`src/rtl/unidade_de_busca.sv`:
```
// unidade_de_busca: instruction fetch and sequencing stage of the single-cycle core.
//   Holds the PC, addresses the instruction ROM, splits the fetched word for the
//   control unit and computes the next PC from PCSrc/Tipo_Branch and the ALU flags.
//   It also owns the execution state: it stalls on IN until the operator confirms
//   input and freezes on HALT. commit gates every architectural write.
// Ports:
//   clk, rst              clock, synchronous active-high reset
//   instr_mem_addr/data   ROM word address (pc[ADDR_W+1:2]) and combinational read data
//   instr/opcode/f3/f7    fetched word and its decode fields
//   PCSrc, Tipo_Branch    branch/jump request and type (1 beq,2 bne,3 blt,4 bge,6 jal)
//   HALT                  halt instruction
//   zero, neg             ALU flags of rs1-rs2
//   entrada_ok            operator confirm key (debounced level)
//   pc, pc_plus4          current PC and PC+4 (JAL link)
//   commit                current instruction retires this cycle
//   aguardando, parado    waiting for input / halted
module unidade_de_busca #(
  parameter int unsigned ADDR_W   = 10,
  parameter logic [31:0] RESET_PC = 32'h0
) (
  input  logic              clk,
  input  logic              rst,
  output logic [ADDR_W-1:0] instr_mem_addr,
  input  logic [31:0]       instr_mem_data,
  output logic [31:0]       instr,
  output logic [6:0]        opcode,
  output logic [2:0]        f3,
  output logic [6:0]        f7,
  input  logic              PCSrc,
  input  logic [2:0]        Tipo_Branch,
  input  logic              HALT,
  input  logic              zero,
  input  logic              neg,
  input  logic              entrada_ok,
  output logic [31:0]       pc,
  output logic [31:0]       pc_plus4,
  output logic              commit,
  output logic              aguardando,
  output logic              parado
);

  typedef enum logic [1:0] {
    S_RUN     = 2'd0,
    S_WAIT_IN = 2'd1,
    S_HALTED  = 2'd2
  } state_t;

  localparam logic [6:0] OP_IN = 7'd55;

  state_t             r_state;
  state_t             w_state_nxt;
  logic [31:0]        r_pc;
  logic [31:0]        w_pc_nxt;
  logic               r_ok_prev;
  logic               w_ok_rise;
  logic               w_taken;
  logic               w_commit;
  logic signed [31:0] w_imm_b;
  logic signed [31:0] w_imm_j;
  logic signed [31:0] w_imm;
  logic [31:0]        w_sum;
  logic [31:0]        w_target;
  logic [31:0]        w_next_pc;

  // Branch condition from the ALU flags; type 5 and 0 are never taken.
  function automatic logic branch_cond(input logic [2:0] tipo, input logic z, input logic n);
    logic c;
    c = 1'b0;
    case (tipo)
      3'd1:    c = z;
      3'd2:    c = ~z;
      3'd3:    c = n;
      3'd4:    c = ~n;
      3'd6:    c = 1'b1;
      default: c = 1'b0;
    endcase
    return c;
  endfunction

  // ---- fetch / decode (combinational) ----
  assign instr_mem_addr = r_pc[ADDR_W+1:2];
  assign instr          = instr_mem_data;
  assign opcode         = instr_mem_data[6:0];
  assign f3             = instr_mem_data[14:12];
  assign f7             = instr_mem_data[31:25];
  assign pc             = r_pc;
  assign pc_plus4       = r_pc + 32'd4;

  assign w_imm_b = {{19{instr_mem_data[31]}}, instr_mem_data[31], instr_mem_data[7],
                    instr_mem_data[30:25], instr_mem_data[11:8], 1'b0};
  assign w_imm_j = {{11{instr_mem_data[31]}}, instr_mem_data[31], instr_mem_data[19:12],
                    instr_mem_data[20], instr_mem_data[30:21], 1'b0};
  assign w_imm   = (Tipo_Branch == 3'd6) ? w_imm_j : w_imm_b;

  // Target is forced word aligned so a malformed immediate can never misalign the PC.
  assign w_sum     = r_pc + $unsigned(w_imm);
  assign w_target  = {w_sum[31:2], 2'b00};
  assign w_taken   = PCSrc & branch_cond(Tipo_Branch, zero, neg);
  assign w_next_pc = w_taken ? w_target : pc_plus4;

  // ok_prev resets to 1 so a key already held during reset is not a rising edge.
  assign w_ok_rise = entrada_ok & ~r_ok_prev;

  // ---- sequencing ----
  always_comb begin
    w_state_nxt = r_state;
    w_pc_nxt    = r_pc;
    w_commit    = 1'b0;
    case (r_state)
      S_RUN: begin
        if (HALT) begin
          // HALT itself retires (its writes, if any, are allowed) but the PC freezes.
          w_state_nxt = S_HALTED;
          w_commit    = 1'b1;
        end else if ((opcode == OP_IN) && !w_ok_rise) begin
          w_state_nxt = S_WAIT_IN;
        end else begin
          w_pc_nxt = w_next_pc;
          w_commit = 1'b1;
        end
      end
      S_WAIT_IN: begin
        if (w_ok_rise) begin
          w_state_nxt = S_RUN;
          w_pc_nxt    = pc_plus4;
          w_commit    = 1'b1;
        end
      end
      S_HALTED: begin
        w_state_nxt = S_HALTED;
      end
      default: begin
        w_state_nxt = S_RUN;
      end
    endcase
  end

  assign commit     = w_commit;
  assign aguardando = (r_state == S_WAIT_IN);
  assign parado     = (r_state == S_HALTED);

  // ---- state registers ----
  always_ff @(posedge clk) begin
    if (rst) begin
      r_state   <= S_RUN;
      r_pc      <= RESET_PC;
      r_ok_prev <= 1'b1;
    end else begin
      r_state   <= w_state_nxt;
      r_pc      <= w_pc_nxt;
      r_ok_prev <= entrada_ok;
    end
  end

endmodule
```
`config.mk`:
```
export PLATFORM = sky130hd
export DESIGN_NAME = unidade_de_busca
export DESIGN_NICKNAME = d
export VERILOG_FILES = /design/src/rtl/unidade_de_busca.sv
export SDC_FILE = /design/constraint.sdc
export NUM_CORES = 1
export LEC_CHECK = 0
export BUFFER_PORTS_ARGS = -buffer_cell sky130_fd_sc_hd__buf_4
export CAP_MARGIN = 20
export CORE_AREA = 2 2 97 99
export CTS_CLUSTER_SIZE = 14
export DETAILED_ROUTE_END_ITERATION = 10
export DIE_AREA = 0 0 99 101
export PLACE_DENSITY_LB_ADDON = 0.25
export SYNTH_ARGS = -nofsm -noshare
export SYNTH_HDL_FRONTEND = slang
export SYNTH_SLANG_ARGS = --single-unit
```
`constraint.sdc`:
```
create_clock -name clk -period 8.5 [get_ports clk]
set_input_delay 0.85 -clock clk [delete_from_list [all_inputs] [get_ports clk]]
set_output_delay 0.85 -clock clk [all_outputs]
set_load 0.1 [all_outputs]
```
## Word-level counts from Yosys, hierarchy flattened

Cells that the tools add are included.

| storage, ports and cells | value |
|---|---|
| memory bits (writable) | 0 |
| flip-flop bits (word level) | 35 |
| memory bits (read-only) | 0 |
| word-level logic and storage cells | 43 |
| bits in latches | 0 |
| output and inout bits | 126 |
| memories | 0 |

| cells by class | value |
|---|---|
| $add $sub $neg | 2 |
| $mul | 0 |
| bitwise gates (word level) | 5 |
| magnitude comparators | 0 |
| mux-type cells | 15 |
| shifts and indexed selects | 0 |
| divide/modulo/power cells | 0 |
| eq/ne operators | 12 |
| reduce and logical (&&, ||, !) cells | 6 |

Operators with widths:

| kind | number |
|---|---|
| $mux 32 | 4 |
| $pmux 32 s2 | 1 |
| $add 32x3->32 const B | 1 |
| $add 32x32->32 | 1 |
| $mux 20 | 1 |
| $eq 7x6->1 const B | 1 |
| $eq 3x2->1 const B | 2 |
| $eq 3x3->1 const B | 2 |
| $mux 2 | 3 |
| $pmux 2 s3 | 1 |
| $pmux 1 s5 | 1 |
| $ne 2x2->1 const B | 2 |
| $reduce_and 4->1 | 1 |
| $eq 3x1->1 const B | 1 |
| $mux 1 | 3 |
| $ne 3x3->1 const B | 1 |
| $not 1->1 | 3 |
| $and 1x1->1 | 2 |
| $eq 2x1->1 const B | 1 |
| $eq 2x2->1 const B | 1 |
| $logic_not 2->1 | 1 |
| $ne 2x1->1 const B | 1 |
| $pmux 1 s2 | 1 |
| $reduce_and 2->1 | 1 |
| other kinds (3) | 3 |

## Longest topological paths before layout

Gate-level depths: netlist (run 1).

| logic depth | value |
|---|---|
| depth after elaboration | 7 |
| gate-level depth with buffers | 14 |
| gate-level depth less buffers | 13 |

## Worst setup path before layout (run 1)

OpenSTA, ideal clock, no wires.

| path | value |
|---|---|
| path type | flip-flop to output port |
| start | register r_pc[8], in the netlist pc[8] |
| end | output port pc_plus4[31] |
| path buffers | 1 |
| slack | 3.633 ns |
| required time | 7.650 ns |
| data arrival time | 4.017 ns |
| cell stages (with the launch flop) | 8 |
| cell sequence | dfxtp_1 buf_2 nand3_1 nor4_1 nand4_1 nor2_1 nand3_1 xnor2_1 |

| between the ends | value |
|---|---|
| word-level cells in the longest chain between the ends | 1 |

RTL lines:

| item | line | source |
|---|---|---|
| start, declared | 52 | `logic [31:0] r_pc;` |
| start signal, assigned | 150 | `r_pc <= w_pc_nxt;` |
| $add 32x3->32 | 87 | `assign pc_plus4 = r_pc + 32'd4;` |
| end, declared | 36 | `output logic [31:0] pc_plus4,` |

Every way passes these cells.

## Worst setup path after layout (run 1)

| path | value |
|---|---|
| start | input port Tipo_Branch[0] |
| end | register r_pc[31], in the netlist pc[31] |

| between the ends | value |
|---|---|
| word-level cells in the longest chain between the ends | 7 |

RTL lines:

| item | line | source |
|---|---|---|
| start, declared | 30 | `input logic [2:0] Tipo_Branch,` |
| $eq 3x3->1 (tied with other cells) | 69, 93 |  |
| $mux 20 or $pmux 1 s5 (tied branches) | 93, 69 |  |
| $add 32x32->32 or $and 1x1->1 (tied branches) | 96, 98 |  |
| $mux 32 * | 99 | `assign w_next_pc = w_taken ? w_target : pc_plus4;` |
| $mux 32 * | 115 | `end else if ((opcode == OP_IN) && !w_ok_rise) begin` |
| $mux 32 * | 111 | `if (HALT) begin` |
| $pmux 32 s2 * | 109 | `case (r_state)` |

Every way passes the cells marked *; elsewhere a longest branch is shown, timed or not. The select of a mux whose other input is x is not followed.
A chain may end at the register's enable or synchronous reset.

==> results of run 1 <==
## stage by stage
stage          total power, mW  cells  setup slack, ps
6_report                 0.830    798             4310
5_1_grt                  0.866    798             4110
4_1_cts                  0.833    798             4330
3_5_place_dp             0.670    790             4030
3_3_place_gp             0.667    790             4150
2_1_floorplan            0.592    608             3630
## flip-flops by register name (all words and copies together), names as in the netlist
register,count
r_ok_prev,1
r_state,2
pc,30
## cell type report
cell class | instances | share of cell area
clock buffers | 7 | 0.0163
clock inverters | 1 | 0.00568
inverters | 10 | 0.00709
multi-input cells | 474 | 0.590
flip-flops and latches | 33 | 0.125
well taps | 111 | 0.0262
repair buffers | 162 | 0.230
## worst register-to-register path, cell delays in order (launching register included)
cell,delay (ps)
dfxtp_1,430
fa_1,500
a21o_1,220
a221oi_2,340
o21ai_2,140
a21oi_4,210
o211ai_2,130
a211oi_2,250
xor2_1,170
o22ai_1,100
mux2_4,300
## logic make-up after synthesis
family                   count (synthesis)
AND/OR/NAND/NOR                        206
multiplexers                             7
buffers and inverters                  101
adder cells (fa/ha/maj)                 34
flip-flops                              33
other                                    1
XOR/XNOR                                51
AO/OA/AOI/OAI                          171
## power by group through the flow
stage	Sequential (mW)	Clock (mW)	Combinational, mW
2_1_floorplan	0.240	0	0.352
3_3_place_gp	0.185	0	0.482
3_5_place_dp	0.186	0	0.485
4_1_cts	0.182	0.165	0.486
5_1_grt	0.184	0.170	0.511
6_report	0.182	0.161	0.487
## how the worst min path moves through the flow
stage | to | slack, ps | cells after the start
after CTS | r_state[1]$_SDFFE_PP0P_ | 520 | 1
after floorplan | r_state[1]$_SDFFE_PP0P_ | 470 | 1
after global routing | r_state[1]$_SDFFE_PP0P_ | 570 | 1
final | r_state[1]$_SDFFE_PP0P_ | 520 | 1
after detailed placement | r_state[1]$_SDFFE_PP0P_ | 520 | 1
after global placement | r_state[1]$_SDFFE_PP0P_ | 500 | 1
## layer usage
metal | up-vias | global-route usage
met5 | - | 0
met4 | 0 | 0.0622
met3 | 22 | 0.0326
met2 | 195 | 0.468
met1 | 2140 | 0.323
li1 | 2250 | -
## cells in the final DEF (no fill, tap or decap), types with 5 or more instances in the layout
cell type	synthesis	layout
nor2_1	49	49
nand4_1	12	12
clkbuf_8	0	6
o21a_1	7	7
nor4_1	5	5
nor2b_1	13	13
inv_1	10	10
nand2_1	62	62
o21bai_1	7	7
nor3_1	11	11
and2_1	9	9
nand3_1	17	17
ha_1	33	33
a211oi_1	12	12
and3_1	5	5
o211ai_1	5	5
xor2_1	17	17
a21oi_1	52	51
buf_4	63	162
conb_1	1	5
dfxtp_1	33	33
o21ai_0	31	31
a21o_1	24	24
xnor2_1	34	34
==> results.cfg, run 1 <==
[run_status]
status = finished, final reports clean

[global_routing]
track_usage = 0.258
grt_max_degree = 41
grt_pass1_vias = 4221
gr-total-overflow = 0
grt_pass1_wl_um = 21100
antenna_found_initial = 0

[detailed_routing]
vias = 4607
topRoutingLayerUsed = met4
ant_nets = 0
drcViolationCount = 0
drtIter0Drc = 247
totalWireLength_um = 13300
avgViaCountPerCell = 5.77
avgRoutedWirePerCell_um = 16.7
drt_pass1_iterations = 5
met2_wirelength_um = 6650
wl_met3_um = 954
route.layer.met1.wl_um = 5540

[timing]
fin_crit_sh = 0.493
grt_setup_unrepaired = no
setup-violations-final = 0
finClkSkew_ps = 10.2
slew_viol_final = 0
timing.slew.headroom = 0.390
clock.fmax_mhz = 239
hold_ws_ps = 525
tightest_slew_ps = 912
setup_tns_ps = 0
period_needed_ps = 4190
finalHoldViolations = 0

[synthesis]
yosysTopAreaCell = dfxtp_1
synth-simple-area-share = 0.229
ys_top_cells_by_count = buf_4 (63), nand2_1 (62), a21oi_1 (52)
synth_edf_count = 0
synth_area_leaders = dfxtp_1 (15%), buf_4 (11%), ha_1 (9.4%)
syn_area_per_cell_um2 = 7.25
ys.flop_type = dfxtp_1
synth_top_family_by_area = compound AO/OA/AOI/OAI gates
synth_most_common_cell = buf_4
synth.distinct_cells = 59
synth_area_mm2 = 0.00438
yosysWarnings = 0
synth.area.mux_share = 0.0183
syn_inst = 604
synth-compound-area-share = 0.260
ys_ff_latch = 33
async_flop_share = 0
yosysTopAreaCellShare = 0.151
synth_sequential_area_ratio = 0.151
synthAdderAreaFrac = 0.0988
synth_xor_area_frac = 0.102

[clocking]
post_cts_buffers = 0
clk_pin_slew_worst_paths_ps = 70
ctsResizeCount = 0
clock_path_buffers = 2
cts_sinks = 33
cts_tree = built
clock_latency_ps = 290
cts_buffers = 5
cts_htree_levels = 2
root_buffer = clkbuf_8
holdBufCountCts = 0

[die]
core_area_mm2 = 0.00898
die_area_mm2 = 0.0100
initial_core_util = 0.488
fp.dieW_um = 99
io_pins = 168
num_rows = 35
dieHeight_um = 101

[setup_path]
path_max_fanout = 13
cp.depth = 13
crit_start = Tipo_Branch[0]
crit_chain = buf_4 > and3b_1 > mux2_2 > fa_1 > a21o_1 > a221oi_2 > o21ai_2 > a21oi_4 > o211ai_2 > a211oi_2 > xor2_1 > o22ai_1 > mux2_4
cp_top_family = compound AO/OA/AOI/OAI gates
cp.required_ps = 8680
cp-start-kind = primary input
rrSetupSlack_ps = 5590
critPathCaptureType = flop
crit_buf_inv = 1
crit_arrival_ps = 4370
slowest_delay_ps = 650
regToRegStartpoint = pc[2]$_SDFFE_PP0P_
rr_worst_depth = 10
r2r_end = pc[31]$_SDFFE_PP0P_
cp-endpoint = pc[31]$_SDFFE_PP0P_
worstSetupPathType = in -> reg
crit_slowest_cell = and3b_1

[finish]
design_area_mm2 = 0.00529
nets = 762
regArea_um2 = 661
drive_above_1_share = 0.275
syn2layout_area_growth_pct = 20.8
fin_util = 0.589
fillers = 852
multi_input_area_mm2 = 0.00312
diodes = 0

[power_and_ir_drop]
clkPwrFrac = 0.193
internal_power_mw = 0.379
combPwrFrac = 0.587
power_frac_seq = 0.220
leakage_nw = 2.46
p_switching_mw = 0.451
power_density_mw_per_mm2 = 157
vdd_drop_max_mv = 0.0838
swShare = 0.543

[placement]
gp_congestion = 0.930
portBuffers = 159
placed_area_mm2 = 0.00517
post-dp-hpwl_um = 10000

[hold_path]
min_from = r_state[0]$_SDFFE_PP0P_
hold_path_class = reg -> reg

[run]
cap_violations = 0
Power figures use the tool's default switching activity.
==> inputs of run 2 (changes only) <==
==> constraint.sdc (replaced) <==
create_clock -name clk -period 4 [get_ports clk]
set_input_delay 0.4 -clock clk [delete_from_list [all_inputs] [get_ports clk]]
set_output_delay 0.4 -clock clk [all_outputs]
set_load 0.1 [all_outputs]
==> run 2 against run 1 <==
Against the previous run:
- worst hold slack got worse by 240 ps
- power rose by 110%
- via count hardly changed
- sequential power is 110% higher
- non-clock buffer count increased by 1
- clock power increased by 120%
- core utilization increased by 1.3 points
- register-to-register slack got worse by 4600 ps
- clock skew is 3.3 ps lower
- sequential share of layout area shrank 0.26 points
- largest cell class unchanged
==> results.cfg, run 2 (synthesis results as in run 1) <==
[timing]
fin_ws_ps = 522
setup_tns_ps = 0
setup-violations-final = 0
period_needed_ps = 3480
slew_viol_final = 0
clock.fmax_mhz = 288
tightest_slew_ps = 1030
finClkSkew_ps = 6.82
finalHoldViolations = 0
fin_crit_sh = 0.869
timing.slew.headroom = 0.313
grt_setup_unrepaired = no

[finish]
fin_util = 0.602
final_cell_mix = buf_4 (163), nand2_1 (62), a21oi_1 (51), nor2_1 (49)
drive_above_1_share = 0.297
syn2layout_area_growth_pct = 23.4
diodes = 0
nets = 763
largest_reg_flops = 30
final_common_cell = buf_4
fin_cells = 799

[detailed_routing]
drcViolationCount = 0
vias = 4606
totalWireLength_um = 13200
ant_nets = 0
drtIter0Drc = 267
avgRoutedWirePerCell_um = 16.5
avgViaCountPerCell = 5.76
drt_pass1_iterations = 5

[die]
num_rows = 35
dieHeight_um = 101
io_pins = 168
initial_core_util = 0.488
die_area_mm2 = 0.0100
fp.dieW_um = 99
core_area_mm2 = 0.00898

[setup_path]
r2r_end = pc[31]$_SDFFE_PP0P_
crit_arrival_ps = 3080
rr_worst_depth = 7
rrSetupSlack_ps = 1020
critPathCaptureType = output pin
cp-start-kind = flop
crit_start = pc[13]$_SDFFE_PP0P_
regToRegStartpoint = pc[13]$_SDFFE_PP0P_
cp.required_ps = 3600
path_max_fanout = 9
worstSetupPathType = reg -> out

[global_routing]
grt_max_degree = 41
track_usage = 0.257
grt_pass1_vias = 4337
gr-total-overflow = 0
grt_pass1_wl_um = 21000
antenna_found_initial = 0

[power_and_ir_drop]
p_switching_mw = 0.966
swShare = 0.544
clkPwrFrac = 0.196
vdd_drop_max_mv = 0.205
internal_power_mw = 0.811
combPwrFrac = 0.585
power_frac_seq = 0.219
power_density_mw_per_mm2 = 329
leakage_nw = 2.55

[clocking]
clock_latency_ps = 310
cts_htree_levels = 2
cts_tree = built
cts_sinks = 33
post_cts_buffers = 0
ctsResizeCount = 0
root_buffer = clkbuf_8
clock_path_buffers = 2
holdBufCountCts = 0
clk_pin_slew_worst_paths_ps = 80
cts_buffers = 5

[run_status]
status = finished, final reports clean

[placement]
gp_congestion = 0.907
place_inst = 791
post-dp-hpwl_um = 9940
dp_slack_ps = 315
portBuffers = 159

[hold_path]
min_from = entrada_ok
min_to = r_ok_prev$_SDFF_PP1_
holdPathStages = 2
hold_path_class = in -> reg

[run]
cap_violations = 0
run 2: stage by stage:
stage / instance area (um2) / power (mW) / hold WS [ps]
2_1_floorplan: 4500 / 1.26 / 472
3_3_place_gp: 5290 / 1.42 / 496
3_5_place_dp: 5290 / 1.43 / 529
4_1_cts: 5400 / 1.78 / 290
5_1_grt: 5400 / 1.84 / 313
6_report: 5400 / 1.78 / 286
run 2: worst max-delay path by stage:
| stage | cells after the start | slack (ps) | endpoint |
|---|---|---|---|
| 6_report | 7 | 520 | pc_plus4[31] |
| 5_1_grt | 14 | 390 | pc[22]$_SDFFE_PP0P_ |
| 4_1_cts | 7 | 600 | pc_plus4[31] |
| 3_5_place_dp | 14 | 310 | pc[31]$_SDFFE_PP0P_ |
| 3_3_place_gp | 14 | 370 | pc[31]$_SDFFE_PP0P_ |
| 2_1_floorplan | 6 | 80 | pc_plus4[21] |
run 2: layer usage:
layer / GRT usage / vias up / routed length (um) / share of wire
li1: - / 2246 / - / -
met4: 0.0811 / 0 / 276 / 0.021
met2: 0.460 / 178 / 6450 / 0.49
met3: 0.0312 / 26 / 951 / 0.072
met5: 0 / - / 0 / 0
met1: 0.320 / 2156 / 5510 / 0.42
run 2: final cells by class:
class / instances / area [um2]
multi-input cells: 474 / 3230
fillers: 848 / 3570
inverters: 10 / 37.5
well taps: 111 / 139
clock buffers: 7 / 86.3
repair buffers: 163 / 1220
flip-flops and latches: 33 / 661
clock inverters: 1 / 30.0
run 2: power groups by stage:
stage                     logic, mW  clock network, mW  registers (mW)
after global routing           1.09              0.361           0.394
after floorplan               0.752                  0           0.513
final                          1.04              0.348           0.390
after detailed placement       1.03                  0           0.397
after global placement         1.03                  0           0.396
after CTS                      1.04              0.354           0.389
run 2: worst max-delay path: stages, from the launching register on:
cell     delay (ps)
dfxtp_1         570
nand4_1         190
nor4_1          550
nand4_1         450
nor2_1          320
nand3_1         210
xnor2_2         160
buf_4           300
==> inputs of run 3 (changes only) <==
--- a/config.mk
+++ b/config.mk
@@ -7,10 +7,10 @@
 export LEC_CHECK = 0
 export BUFFER_PORTS_ARGS = -buffer_cell sky130_fd_sc_hd__buf_4
 export CAP_MARGIN = 20
-export CORE_AREA = 2 2 97 99
+export CORE_AREA = 2 2 114 116
 export CTS_CLUSTER_SIZE = 14
 export DETAILED_ROUTE_END_ITERATION = 10
-export DIE_AREA = 0 0 99 101
+export DIE_AREA = 0 0 116 118
 export PLACE_DENSITY_LB_ADDON = 0.25
 export SYNTH_ARGS = -nofsm -noshare
 export SYNTH_HDL_FRONTEND = slang
==> run 3 against run 2 <==
Against the previous run:
- routed wire length is 8.4% higher
- maximum frequency rose by 1.6%
- clock-buffer cell count stayed put
- first-iteration DRC count rose by 16%
- combinational power is essentially flat
- die area up 37%
- power rose by 3.4%
- via count shrank 0.63%
- core utilization fell by 16 points
- non-clock buffer count rose by 5
- worst hold slack better by 34 ps
- critical endpoint is now pc[24]$_SDFFE_PP0P_
- largest cell class unchanged
- largest power group unchanged
- highest routed layer unchanged
==> results.cfg, run 3 (synthesis results as in run 1) <==
[run_status]
status = finished, final reports clean

[setup_path]
path_max_fanout = 11
crit_arrival_ps = 3540
cp.required_ps = 4120
cp_top_family = compound AO/OA/AOI/OAI gates
critPathCaptureType = flop
cp-start-kind = primary input
crit_buf_inv = 2
rrSetupSlack_ps = 1080
crit_chain = buf_4 > and3b_1 > buf_4 > nor2b_1 > a21o_1 > ha_1 > a211o_1 > or2_2 > o21ai_2 > o21a_1 > o21ai_1 > a221oi_2 > xor2_1 > a21oi_1
slowest_delay_ps = 470
crit_top_cell = buf_4
worstSetupPathType = in -> reg
crit_slowest_cell = nor2b_1

[finish]
fin_util = 0.447
drive_above_1_share = 0.301
largest_reg_flops = 30
nets = 768
final_cell_mix = buf_4 (168), nand2_1 (62), a21oi_1 (51), nor2_1 (49)
syn2layout_area_growth_pct = 26.6
final_common_cell = buf_4
diodes = 0

[clocking]
clk_pin_slew_worst_paths_ps = 50
cts_tree = built
cts_htree_levels = 2
post_cts_buffers = 0
clock_latency_ps = 280
clock_path_buffers = 2
root_buffer = clkbuf_16
holdBufCountCts = 0
cts_sinks = 33
ctsResizeCount = 0
cts_buffers = 5

[timing]
period_needed_ps = 3420
tightest_slew_ps = 1000
finClkSkew_ps = 7.21
setup-violations-final = 0
finalHoldViolations = 0
slew_viol_final = 0
fin_ws_ps = 578
setup_tns_ps = 0
clock.fmax_mhz = 292
grt_setup_unrepaired = no
fin_crit_sh = 0.856
timing.slew.headroom = 0.330

[die]
num_rows = 41
io_pins = 168
core_area_mm2 = 0.0124
fp.dieW_um = 116
dieHeight_um = 118
die_area_mm2 = 0.0137
initial_core_util = 0.353

[global_routing]
grt_max_degree = 37
antenna_found_initial = 0
grt_pass1_vias = 4413
grt_pass1_wl_um = 22600
gr-total-overflow = 0
track_usage = 0.203

[placement]
post-dp-hpwl_um = 11100
gp_congestion = 0.906
portBuffers = 159
dp_slack_ps = 303

[hold_path]
hold_path_class = in -> reg

[detailed_routing]
drcViolationCount = 0
totalWireLength_um = 14300
avgViaCountPerCell = 5.30
avgRoutedWirePerCell_um = 16.5
ant_nets = 0
drtIter0Drc = 309
drt_pass1_iterations = 7
vias = 4577

[power_and_ir_drop]
power_density_mw_per_mm2 = 331
vdd_drop_max_mv = 0.166
leakage_nw = 2.59
finalPower_mw = 1.84

[run]
cap_violations = 0
## run 3: power breakdown
group          switching (mW)  internal [mW]  total, mW
Sequential             0.0411          0.348      0.389
Combinational           0.788          0.263       1.05
Clock                   0.152          0.245      0.397
Total                   0.981          0.856       1.84
## run 3: path summary, 6_finish.rpt
| path | startpoint | end | cells past startpoint |
|---|---|---|---|
| worst max-delay path | Tipo_Branch[2] | pc[24]$_SDFFE_PP0P_ | 14 |
| worst min-delay path | entrada_ok | r_ok_prev$_SDFF_PP1_ | 2 |
| worst max register to register | pc[2]$_SDFFE_PP0P_ | pc[31]$_SDFFE_PP0P_ | 10 |
| worst min register to register | r_state[0]$_SDFFE_PP0P_ | r_state[1]$_SDFFE_PP0P_ | 1 |
## run 3: metal layers
layer,part of all wire,GRT usage,vias up
met5,0,0,-
met3,0.066,0.0252,24
met1,0.43,0.273,2110
li1,-,-,2261
met4,0.020,0.0558,0
met2,0.48,0.339,182
## run 3: stage by stage
stage | hold slack (ps) | area, um2 | instances
final | 320 | 5540 | 864
after global routing | 320 | 5540 | 864
after CTS | 319 | 5540 | 864
after detailed placement | 506 | 5400 | 857
after global placement | 493 | 5400 | 857
after floorplan | 472 | 4500 | 608
## run 3: area by class of cell
| cell class | count | area [um2] |
|---|---|---|
| Clock buffer | 7 | 143 |
| Inverter | 10 | 37.5 |
| Tap cell | 172 | 215 |
| Fill cell | 1328 | 6870 |
| Sequential cell | 33 | 661 |
| Multi-Input combinational cell | 474 | 3230 |
| Timing Repair Buffer | 168 | 1260 |
